### config.mk
export PLATFORM = sky130hd
export DESIGN_NAME = reg_ram_host_bridge
export DESIGN_NICKNAME = d
export VERILOG_FILES = /design/src/rtl/reg_ram_host_bridge.sv
export SDC_FILE = /design/constraint.sdc
export NUM_CORES = 1
export LEC_CHECK = 0
export ABC_AREA = 0
export BUFFER_PORTS_ARGS = -buffer_cell sky130_fd_sc_hd__buf_2
export CAP_MARGIN = 20
export CORE_ASPECT_RATIO = 1.4
export CORE_MARGIN = 2
export CORE_UTILIZATION = 39
export DETAILED_ROUTE_END_ITERATION = 16
export HOLD_SLACK_MARGIN = 0.08
export PLACE_DENSITY = 0.67
export SLEW_MARGIN = 0
export SYNTH_ARGS = -nofsm -noshare
export SYNTH_HDL_FRONTEND = slang
export SYNTH_SLANG_ARGS = --single-unit
### constraint.sdc
create_clock -name c -period 3.7 [get_ports c]
set_clock_uncertainty 0.1 [all_clocks]
set_input_delay 0.74 -clock c [delete_from_list [all_inputs] [get_ports c]]
set_output_delay 0.74 -clock c [all_outputs]
set_load 0.03 [all_outputs]
### src/rtl/reg_ram_host_bridge.sv
// Host-side port-A master for the dual-port register RAM.
// Serialises host register reads/writes and runs the flags commit sequence
// (set bit0, hold for the poller's copy loop, clear) so every commit yields
// exactly one register update on the polling side.
module reg_ram_host_bridge #(
  parameter int AW          = 8,
  parameter int DW          = 32,
  parameter int FLAGS_ADDR  = 0,
  parameter int RD_LAT      = 1,
  parameter int COMMIT_HOLD = 16
) (
  input  logic          c,
  input  logic          rst,
  input  logic          host_req,
  input  logic          host_wr,
  input  logic [AW-1:0] host_addr,
  input  logic [DW-1:0] host_wdata,
  output logic          host_ack,
  output logic [DW-1:0] host_rdata,
  input  logic          commit,
  output logic          commit_busy,
  output logic [AW-1:0] ram_addr,
  output logic          ram_wr,
  output logic [DW-1:0] ram_d,
  input  logic [DW-1:0] ram_q
);

  // One counter serves both the read-latency wait and the commit hold.
  localparam int CMAX = (COMMIT_HOLD > RD_LAT) ? COMMIT_HOLD : RD_LAT;
  localparam int CW   = $clog2(CMAX + 1);
  localparam logic [AW-1:0] FLAGS = AW'(FLAGS_ADDR);

  typedef enum logic [2:0] {
    INIT, IDLE, WR, RD, ACK, CSET, CHOLD, CCLR
  } state_t;

  state_t        state, state_n;
  logic          pend, pend_n;
  logic [CW-1:0] cnt, cnt_n;
  logic [AW-1:0] addr_n;
  logic [DW-1:0] d_n, rdata_n;
  logic          wr_n, ack_n;

  assign commit_busy = pend | (state == CSET) | (state == CHOLD) | (state == CCLR);

  // Next state plus next values of every registered output.
  always_comb begin
    state_n = state;
    pend_n  = pend | commit;
    cnt_n   = cnt;
    addr_n  = ram_addr;
    d_n     = ram_d;
    wr_n    = 1'b0;
    ack_n   = 1'b0;
    rdata_n = host_rdata;
    case (state)
      // Clear flags once after reset so the poller never sees a stale set bit.
      INIT: begin
        addr_n  = FLAGS;
        d_n     = '0;
        wr_n    = 1'b1;
        state_n = IDLE;
      end
      // A commit arriving this very cycle is consumed directly; it also beats
      // a simultaneous host request.
      IDLE: begin
        if (pend || commit) begin
          pend_n  = 1'b0;
          addr_n  = FLAGS;
          d_n     = DW'(1);
          wr_n    = 1'b1;
          state_n = CSET;
        end else if (host_req) begin
          addr_n = host_addr;
          cnt_n  = '0;
          if (host_wr) begin
            d_n     = host_wdata;
            wr_n    = 1'b1;
            state_n = WR;
          end else begin
            state_n = RD;
          end
        end
      end
      WR: begin
        ack_n   = 1'b1;
        state_n = ACK;
      end
      // Address went out on accept; q is valid RD_LAT edges later.
      RD: begin
        if (cnt == CW'(RD_LAT)) begin
          rdata_n = ram_q;
          ack_n   = 1'b1;
          state_n = ACK;
        end else begin
          cnt_n = cnt + 1'b1;
        end
      end
      // req is not sampled here, so a held request cannot be accepted twice.
      ACK: state_n = IDLE;
      CSET: begin
        cnt_n   = CW'(COMMIT_HOLD - 1);
        state_n = CHOLD;
      end
      // Host accesses wait here, so a flags read can never observe bit0=1.
      CHOLD: begin
        if (cnt == '0) begin
          addr_n  = FLAGS;
          d_n     = '0;
          wr_n    = 1'b1;
          state_n = CCLR;
        end else begin
          cnt_n = cnt - 1'b1;
        end
      end
      CCLR:    state_n = IDLE;
      default: state_n = INIT;
    endcase
  end

  // State and registered outputs; reset drops everything immediately.
  always_ff @(posedge c or posedge rst) begin
    if (rst) begin
      state      <= INIT;
      pend       <= 1'b0;
      cnt        <= '0;
      ram_addr   <= '0;
      ram_d      <= '0;
      ram_wr     <= 1'b0;
      host_ack   <= 1'b0;
      host_rdata <= '0;
    end else begin
      state      <= state_n;
      pend       <= pend_n;
      cnt        <= cnt_n;
      ram_addr   <= addr_n;
      ram_d      <= d_n;
      ram_wr     <= wr_n;
      host_ack   <= ack_n;
      host_rdata <= rdata_n;
    end
  end

endmodule

; ---- Word-level counts from Yosys, hierarchy flattened
; Cells that the tools add are included.
[word_totals]
ff_bits = 83
in_bits = 77
output_inout_bits = 75
[classes]
addsub = 2
n_eq_ne = 16
muxes = 29
n_bitwise = 4
reduce_logical = 11
[op_table]
columns = cell, count
row1 = two-way mux 32 bit, 4
row2 = one-hot mux 32 bit (3 select lines), 1
row3 = two-way mux 8 bit, 3
row4 = one-hot mux 8 bit (3 select lines), 1
row5 = two-way mux 5 bit, 4
row6 = one-hot mux 5 bit (4 select lines), 1
row7 = one-hot mux 3 bit (6 select lines), 1
row8 = == test 3 bit (second input constant), 4
row9 = two-way mux 3 bit, 4
row10 = inequality test 2 bit (second input constant), 5
row11 = two-way mux 1 bit, 8
row12 = == test 3 x 2 -> 1 bit (second input constant), 2
row13 = inequality test 3 bit (second input constant), 2
row14 = AND reduction 3 bit, 2
row15 = adder 5 x 1 -> 5 bit (second input constant), 1
row16 = == test 5 x 1 -> 1 bit (second input constant), 1
row17 = zero test 5 bit, 1
row18 = AND reduction 5 bit, 1
row19 = subtractor 5 x 1 -> 5 bit (second input constant), 1
row20 = bitwise OR 1 bit, 4
row21 = AND reduction 4 bit, 1
row22 = nonzero test 4 bit, 1
row23 = == test 3 x 1 -> 1 bit (second input constant), 1
row24 = zero test 3 bit, 1
row25 = 7 further kinds, 7

; ---- Depth between registers and ports, before layout
; Gate-level depths: netlist of the first run.
[depth]
word_depth = 4
ltp_mapped = 8
ltp_nobuf = 6

; ---- Least setup slack after synthesis of the first run
; OpenSTA, ideal clock, no wires.
[synth_timing]
kind = reg-to-reg
startpoint = register cnt[1]
endpoint = register host_rdata[15]
setup_time_ns = 0.125
arrival_time_ns = 1.898
slack_ns = 1.578
stages_incl_launch_ff = 7
period_less_slack_ns = 2.122
cell_sequence = dfrtp_1 inv_1 ha_1 or4b_4 nor3_4 buf_6 mux2_2
[synth_via]
elab_chain_cells = 2
[synth_lines]
columns = element, line
row1 = start: declaration, 39  ; logic [CW-1:0] cnt, cnt_n;
row2 = start signal: assignment, 135  ; cnt <= cnt_n;
row3 = == test 5 x 1 -> 1 bit, 91  ; if (cnt == CW'(RD_LAT)) begin
row4 = AND reduction 2 bit (no source line), -
row5 = end signal: assignment, 140  ; host_rdata <= rdata_n;
row6 = end: declaration, 19  ; output logic [DW-1:0] host_rdata,
; No other way between the ends.
; A chain may end at the register's enable or synchronous reset.

; ---- Final worst setup path of the first run
[layout_timing]
startpoint = register cnt[0]
endpoint = register ram_d[10]
[layout_via]
elab_chain_cells = 3
[layout_lines]
columns = element, line
row1 = zero test 5 bit, 107  ; if (cnt == '0) begin
row2 = inequality test 2 x 1 -> 1 bit (no source line), -
row3 = AND reduction 4 bit (no source line), -
row4 = end signal: assignment, 137  ; ram_d <= d_n;
row5 = end: declaration, 24  ; output logic [DW-1:0] ram_d,
; No other way between the ends.

==> metrics.csv, run 1 <==
metric;value;unit
status;finished clean;
Clock transition at path regs;60;ps
Pleak;2.46;nW
post_cts resized;0;
Fmax;0.381;GHz
CTS Root Cell;clkbuf_16;
final wirelength;9.08;mm
vias in the first global route;2857;
Worst-Margin Slew;790;ps
routability cong.;0.864;
final setup TNS;0;ps
Max-Cap Viols;0;
non-filler cells, final;592;
Die H;120;µm
Reg-to-Reg Start;cnt[0];
#FFs+latches synth;83;
Comb pwr share;39.2;%
Distinct cells, synth;48;
reg2reg path depth;7;
Worst Hold Class;primary input to asynchronous set/reset pin;
r2r endpoint;ram_d[10];
share of power burned in registers;35.7;%
switching share of power;40.0;%
yosys warns;0;
Cell Pwr Density;788;nW/µm²
Final ANT Viol Nets;0;
IO Pins;152;
# DRC;0;
TritonCTS Buffers;9;
CP Data Arrival Time;2720;ps
worst skew pair latency;330;ps
fin nets;558;
Psw;1.54;mW
vias per cell;5.17;
die span in x;86.8;µm
share of layout cells above drive strength 1;44.6;%
DP Wirelength;6.48;mm
Worst Setup SP;cnt[0];
Relative slew margins;47.2;%
setup violators final;0;
TritonRoute pass-1 iters;4;
CP required;3800;ps
placed cell count;575;
largest net degree at the start of global routing;61;
Startpoint Class;flip-flop;
All-Layer GR Usage;17.5;%
initial antenna violation count;0;
CTS tree;yes;
Internal Pwr Total;2.31;mW
Post-synth EDFFs;0;
Post-CTS Setup Bufs;0;
iteration-0 DRC count of the detailed router;133;
antenna cells;0;
die area;10400;µm²
part of the Yosys area used for sequential elements;55.4;%
WHS;312;ps
number of buffers added on ports;151;
Synth Net Count;417;
CP Capture Type;flip-flop;
syn_area_per_cell;11.2;µm²
Starting Density;39.8;%
Async S/R FF share, synth;100;%
WL/cell;15.3;µm
Mapped Cells;336;
crit path kind;flip-flop to flip-flop;
first-pass GRT wire length;14.2;mm
Clock Tree Buf Depth;2;
Hold Buf Count CTS;0;
unrepaired setup endpoints after global routing;false;
Min Clock Period, post-route;2620;ps
Max IR drop VDD;0.419;mV
Mapped Area;3750;µm²
grt total ovfl;0;
FP Rows;42;
Num Clock Sinks;83;
final hold vios;0;
CORE AREA;9410;µm²
clock share of power;25.1;%
ys flop type;dfrtp_1;
P&R area growth vs syn;30.4;%
setup slack on the worst flop-to-flop path;1080;ps
H-Tree Depth;3;
worst-path fanout max;17;
Tcrit/Tclk final;70.9;%
Via Count;3060;
Final Max Slew Viols;0;
==> state kept, by name (all words and copies together) (netlist names) <==
name / flops
host_rdata: 32
state: 3
ram_d: 32
pend: 1
ram_wr: 1
cnt: 5
host_ack: 1
ram_addr: 8
==> worst max path at each step <==
stage / endpoint / slack [ps] / cells after the start
after global routing: ram_d[10] / 930 / 7
after CTS: ram_d[10] / 1100 / 7
after detailed placement: ram_d[16] / 1130 / 7
after floorplan: cnt[0] / 720 / 1
final: ram_d[10] / 1080 / 7
after global placement: ram_d[5] / 1220 / 5
==> per-layer routing <==
| layer | vias to the layer above | GRT usage (%) | routed length, µm |
|---|---|---|---|
| met1 | 1503 | 20.7 | 3530 |
| met3 | 17 | 2.96 | 339 |
| met5 | - | 0 | 0 |
| met2 | 85 | 30.1 | 4970 |
| li1 | 1455 | - | - |
| met4 | 0 | 8.69 | 241 |
==> critical path, stage by stage, from the launching register on <==
cell	delay (ps)
dfrtp_1	450
inv_1	130
ha_1	160
or4b_1	500
o32ai_4	130
a21boi_2	590
buf_4	320
o21ai_0	110
==> placed cells by master (no fill, tap or decap), drive strengths merged, types with 4 or more instances in the layout <==
master	Yosys	routed
nand2b	4	4
ha	4	4
o21ai	46	46
clkbuf	10	11
a21oi	4	4
buf	18	158
nand3	9	9
nor2	4	4
nand4	31	31
inv	43	42
nor2b	4	4
dfrtp	83	83
mux2	34	34
clkinv	0	4
nor3	5	5
==> synth_stat cells (2+ instances only) <==
cell type | count | share of area, %
nor2_1 | 4 | 0.40
nand2_1 | 2 | 0.20
nor3b_1 | 3 | 0.60
buf_4 | 3 | 0.60
dfrtp_1 | 83 | 55
nor2b_1 | 4 | 0.67
mux2_2 | 33 | 9.9
nand4_1 | 31 | 5.2
o22ai_1 | 2 | 0.33
nor3_1 | 4 | 0.53
o21ai_0 | 45 | 6.0
buf_6 | 4 | 1.2
xnor2_1 | 3 | 0.70
a22o_1 | 2 | 0.47
ha_1 | 4 | 1.3
inv_1 | 43 | 4.3
nand2b_1 | 4 | 0.67
buf_2 | 11 | 1.5
clkbuf_1 | 9 | 0.90
nor4b_1 | 3 | 0.70
a21oi_1 | 4 | 0.53
nand3_1 | 9 | 1.2
==> kinds of logic after synthesis <==
logic type | share of synthesized area, %
adder cells (fa/ha/maj) | 1.34
multiplexers | 10.2
flip-flops | 55.4
XOR/XNOR | 0.935
buffers and inverters | 8.61
AO/OA/AOI/OAI | 10.8
AND/OR/NAND/NOR | 12.7
==> power groups by stage <==
stage | clock network, mW | logic (mW) | registers [mW]
2_1_floorplan | 0 | 0.828 | 1.66
3_3_place_gp | 0 | 1.48 | 1.38
3_5_place_dp | 0 | 1.51 | 1.39
4_1_cts | 0.990 | 1.51 | 1.37
5_1_grt | 1.03 | 1.62 | 1.41
6_report | 0.966 | 1.51 | 1.38
==> per-stage QoR <==
step           util, %  area (µm²)  setup WS [ps]  total power, mW
2_1_floorplan        -        3750            723             2.49
3_3_place_gp      48.2        4540           1220             2.86
3_5_place_dp      48.2        4540           1130             2.90
4_1_cts           51.7        4860           1100             3.87
5_1_grt           51.9        4880            933             4.06
6_report          51.9        4880           1080             3.85
==> area by class of cell <==
| type | count | area (µm²) |
|---|---|---|
| Fill cell | 865 | 4520 |
| Sequential cell | 83 | 2080 |
| Multi-Input combinational cell | 182 | 1360 |
| Timing Repair Buffer | 158 | 821 |
| Clock buffer | 11 | 253 |
| Inverter | 43 | 163 |
| Tap cell | 110 | 138 |
| Clock inverter | 5 | 75.1 |
Power figures use the tool's default switching activity.
==> inputs of run 2 (changes only) <==
--- a/config.mk
+++ b/config.mk
@@ -13,7 +13,7 @@
 export CORE_UTILIZATION = 39
 export DETAILED_ROUTE_END_ITERATION = 16
 export HOLD_SLACK_MARGIN = 0.08
-export PLACE_DENSITY = 0.67
+export PLACE_DENSITY = 0.69
 export SLEW_MARGIN = 0
 export SYNTH_ARGS = -nofsm -noshare
 export SYNTH_HDL_FRONTEND = slang
==> constraint.sdc (replaced) <==
create_clock -name c -period 2.1 [get_ports c]
set_clock_uncertainty 0.1 [all_clocks]
set_input_delay 0.42 -clock c [delete_from_list [all_inputs] [get_ports c]]
set_output_delay 0.42 -clock c [all_outputs]
set_load 0.03 [all_outputs]
==> run 2 against run 1 <==
  * The flow now finishes with violations (negative setup slack)
  * Final cell count rose by 5.4%
  * Design area is 7.1% higher
  * Clock-buffer cell count is 1 higher
  * Critical path type unchanged
  * Critical endpoint is now host_rdata[3]
  * Largest power group unchanged
  * Highest routed layer unchanged
==> metrics.csv, run 2 (synthesized netlist as in run 1, its figures left out) <==
metric;value;unit
status;finished, violations left;
failing checks;negative setup slack;
biggest regs;host_rdata (32), ram_d (32), ram_addr (8);
Worst-Margin Slew;518;ps
Clock transition at path regs;60;ps
CP Data Arrival Time;2250;ps
Die H;120;µm
Max IR drop VDD;0.732;mV
Fmax;0.468;GHz
worst-path fanout max;8;
Startpoint Class;flip-flop;
largest net degree at the start of global routing;52;
TritonRoute pass-1 iters;5;
antenna cells;0;
Starting Density;39.8;%
Num Clock Sinks;83;
share of layout cells above drive strength 1;49.2;%
Final Max Slew Viols;0;
initial antenna violation count;0;
Cell Pwr Density;1380;nW/µm²
iteration-0 DRC count of the detailed router;143;
design area;5230;µm²
Min Clock Period, post-route;2140;ps
non-filler cells, final;624;
unrepaired setup endpoints after global routing;true;
slack of the critical path;-35.6;ps
CP required;2220;ps
placed cell count;597;
switching share of power;39.4;%
WL/cell;15.6;µm
Worst Hold Class;primary input to flip-flop;
Via Count;3266;
Post-Place Cell Area;4730;µm²
number of buffers added on ports;151;
Internal Pwr Total;4.36;mW
routability cong.;0.816;
# DRC;0;
most common cell after layout, fill and taps aside;buf_2;
WHS;203;ps
Psw;2.84;mW
IO Pins;152;
final hold vios;0;
setup violators final;25;
die area;10400;µm²
CP Capture Type;flip-flop;
area taken by multi-input logic gates;1400;µm²
share of power burned in registers;32.5;%
CTS tree;yes;
CORE AREA;9410;µm²
vias in the first global route;3170;
P&R area growth vs syn;39.6;%
DP Wirelength;6.96;mm
CTS Root Cell;clkbuf_16;
H-Tree Depth;3;
fin nets;590;
register area;2080;µm²
Tcrit/Tclk final;102;%
final core occ;55.6;%
FP Rows;42;
Clock Tree Buf Depth;2;
commonest non-fill, non-tap cells in the layout;buf_2 (151), dfrtp_1 (82), o21ai_0 (43);
TritonCTS Buffers;9;
first-pass GRT wire length;15.2;mm
clock share of power;22.5;%
grt total ovfl;0;
worst skew pair latency;330;ps
final setup TNS;-365;ps
All-Layer GR Usage;18.6;%
final wirelength;9.74;mm
Max-Cap Viols;0;
Place WS;-67.9;ps
crit path kind;flip-flop to flip-flop;
die span in x;86.8;µm
vias per cell;5.23;
Relative slew margins;64.9;%
Final ANT Viol Nets;0;
Pleak;2.64;nW
PnR Total Power;7.20;mW
Comb pwr share;45.0;%
Fillers;811;
[run 2: worst paths after layout]
path | from | cells past startpoint | endpoint | slack, ps
worst min-delay path | ram_q[19] | 2 | host_rdata[19] | 200
worst min register to register | host_rdata[19] | 1 | host_rdata[19] | 400
max in group asynchronous | rst | 4 | host_rdata[16] | 910
worst max register to register | cnt[1] | 7 | host_rdata[3] | -40
min in group asynchronous | rst | 4 | host_ack | 620
worst max-delay path | cnt[1] | 7 | host_rdata[3] | -40
[run 2: critical path: stages (launching register included)]
cell and delay [ps]:
dfrtp_1 390, inv_2 100, ha_1 160, or4b_4 480, nor3_4 150, buf_6 160
clkbuf_16 160, mux2_2 330
[run 2: layer usage]
layer	track usage, %	routed length, µm	vias to the layer above
met5	0	0	-
met4	9.18	237	0
met3	2.75	360	19
met2	32.2	5380	99
met1	22.1	3760	1627
li1	-	-	1521
[run 2: what timing repair did]
item | in CTS | in global routing
setup buffers | 2 | 5
hold buffers | 1 | 0
gates resized for setup | 8 | 10
setup endpoints to repair | 67 | 71
cloned | 0 | 3
endpoints found under the hold margin | 48 | 0
[run 2: final cells by class]
class | instances | area share, %
inverter | 43 | 3.16
clock buffer | 12 | 5.09
tap | 110 | 2.63
clock inverter | 4 | 0.909
multi-input combinational | 182 | 26.8
sequential | 83 | 39.7
timing repair buffer | 190 | 21.7
[run 2: power groups by stage]
stage          combinational, mW  clock, mW  sequential (mW)
6_report                    3.24       1.62             2.34
5_1_grt                     3.49       1.74             2.40
4_1_cts                     3.14       1.66             2.34
3_5_place_dp                3.05          0             2.36
3_3_place_gp                2.98          0             2.34
2_1_floorplan               1.46          0             2.93
==> inputs of run 3 (changes only) <==
--- a/config.mk
+++ b/config.mk
@@ -6,14 +6,13 @@
 export NUM_CORES = 1
 export LEC_CHECK = 0
 export ABC_AREA = 0
-export BUFFER_PORTS_ARGS = -buffer_cell sky130_fd_sc_hd__buf_2
 export CAP_MARGIN = 20
 export CORE_ASPECT_RATIO = 1.4
 export CORE_MARGIN = 2
 export CORE_UTILIZATION = 39
 export DETAILED_ROUTE_END_ITERATION = 16
+export DONT_BUFFER_PORTS = 1
 export HOLD_SLACK_MARGIN = 0.08
-export PLACE_DENSITY = 0.69
 export SLEW_MARGIN = 0
 export SYNTH_ARGS = -nofsm -noshare
 export SYNTH_HDL_FRONTEND = slang
==> run 3 against run 2 <==
  * The flow still finishes with violations (negative setup slack)
  * Highest routed layer unchanged
  * Largest power group is now sequential cells
  * Non-clock buffer count down 168
  * Utilization down 10 points
  * Combinational power down 40%
  * Sequential power up 31%
  * Maximum frequency up 1.3%
  * Clock-buffer cell count unchanged
  * Die area unchanged
  * First-iteration DRC count down 23%
  * Sequential share of layout area up 8.9 points
  * Flip-flop and latch count unchanged
==> metrics.csv, run 3 (synthesized netlist as in run 1, its figures left out) <==
metric;value;unit
largest net degree at the start of global routing;84;
All-Layer GR Usage;16.1;%
Die H;120;µm
Relative slew margins;68.6;%
initial antenna violation count;0;
die area;10400;µm²
crit-path cells;inv_2 > ha_1 > or4b_4 > o32ai_4 > a21boi_4 > mux2_2;
vias per cell;5.57;
die span in x;86.8;µm
CP Data Arrival Time;2230;ps
worst skew pair latency;330;ps
Num Clock Sinks;83;
worst-path fanout max;3;
final hold vios;0;
final wirelength;8.26;mm
IO Pins;152;
non-filler cells, final;456;
Tcrit/Tclk final;100;%
fin nets;422;
P&R area growth vs syn;14.1;%
antenna cells;0;
TritonRoute pass-1 iters;4;
Fillers;879;
Via Count;2542;
setup violators final;1;
Fmax;0.474;GHz
status;finished, violations left;
Starting Density;39.8;%
share of layout cells above drive strength 1;22.8;%
Cell Pwr Density;1540;nW/µm²
CP max stage cell;or4b_4;
Startpoint Class;flip-flop;
crit path kind;flip-flop to flip-flop;
Crit path max-delay family;simple AND/OR/NAND/NOR gates;
FP Rows;42;
CP required;2220;ps
Max IR drop VDD;0.785;mV
Clock transition at path regs;60;ps
Pleak;1.83;nW
crit-path max cell delay;480;ps
routability cong.;0.834;
final core occ;45.5;%
Min Clock Period, post-route;2110;ps
number of buffers added on ports;0;
Final Max Slew Viols;0;
unrepaired setup endpoints after global routing;true;
Max-Cap Viols;0;
slack of the critical path;-8.35;ps
CORE AREA;9410;µm²
H-Tree Depth;3;
WHS;125;ps
# DRC;0;
DP Wirelength;5.75;mm
Worst Hold Class;primary input to flip-flop;
Clock Tree Buf Depth;2;
biggest regs;host_rdata (32), ram_d (32), ram_addr (8);
grt total ovfl;0;
first-pass GRT wire length;12.9;mm
crit path buf inv count;1;
commonest non-fill, non-tap cells in the layout;dfrtp_1 (83), inv_1 (40), mux2_2 (32);
CTS tree;yes;
CTS Root Cell;clkbuf_16;
TritonCTS Buffers;9;
CP Capture Type;flip-flop;
Final ANT Viol Nets;0;
vias in the first global route;2478;
placed cell count;439;
Worst-Margin Slew;470;ps
failing checks;negative setup slack;
WL/cell;18.1;µm
iteration-0 DRC count of the detailed router;110;
most common cell after layout, fill and taps aside;dfrtp_1;
run 3: changes by cell type in the layout (fill, tap and decap cells not counted), sizes merged:
cell      delta
buf        -166
clkinv       -1
clkinvlp     +1
clkbuf       -2
run 3: where the power goes:
group	total, mW	internal (mW)	switching, mW
sequential	3.07	2.01	1.06
clock	1.55	0.952	0.601
combinational	1.94	0.923	1.02
run 3: path summary, 6_finish.rpt:
check	from	slack (ps)	end	cells after the start
worst min register to register	state[0]	490	host_ack	1
worst max register to register	cnt[0]	-8	ram_d[0]	6
worst min-delay path	ram_q[19]	130	host_rdata[19]	1
min in group asynchronous	rst	580	host_rdata[6]	3
max in group asynchronous	rst	960	ram_d[15]	3
worst max-delay path	cnt[0]	-8	ram_d[0]	6
run 3: per-layer routing:
metal,vias up,global-route usage (%),part of all wire [%]
met5,-,0,0
met4,0,8.59,3.5
met3,21,4.20,5.3
met2,81,26.2,53
met1,1243,19.0,39
li1,1197,-,-
run 3: area by class of cell:
type                    instances  area (µm²)  area share [%]
clock buffers                  12         246            5.77
clock inverters                 4        50.0            1.17
inverters                      43         165            3.86
multi-input cells             182        1370            32.1
flip-flops and latches         83        2080            48.6
well taps                     110         138            3.22
repair buffers                 22         225            5.27
run 3: timing repair:
item                                   CTS  global route
setup endpoints to repair               42            73
endpoints found under the hold margin   83             0
resized for setup                        5            31
setup buffers                            0             0
hold buffers                             1             0
run 3: per-stage QoR:
step	setup TNS [ps]	setup slack, ps	cell area [µm²]	power [mW]
2_1_floorplan	0	27.5	3750	4.39
3_3_place_gp	-484	-36.4	3950	4.92
3_5_place_dp	-1180	-65.2	3950	4.97
4_1_cts	0	14.8	4270	6.60
5_1_grt	-2220	-66.0	4280	6.95
6_report	-8.35	-8.35	4280	6.57
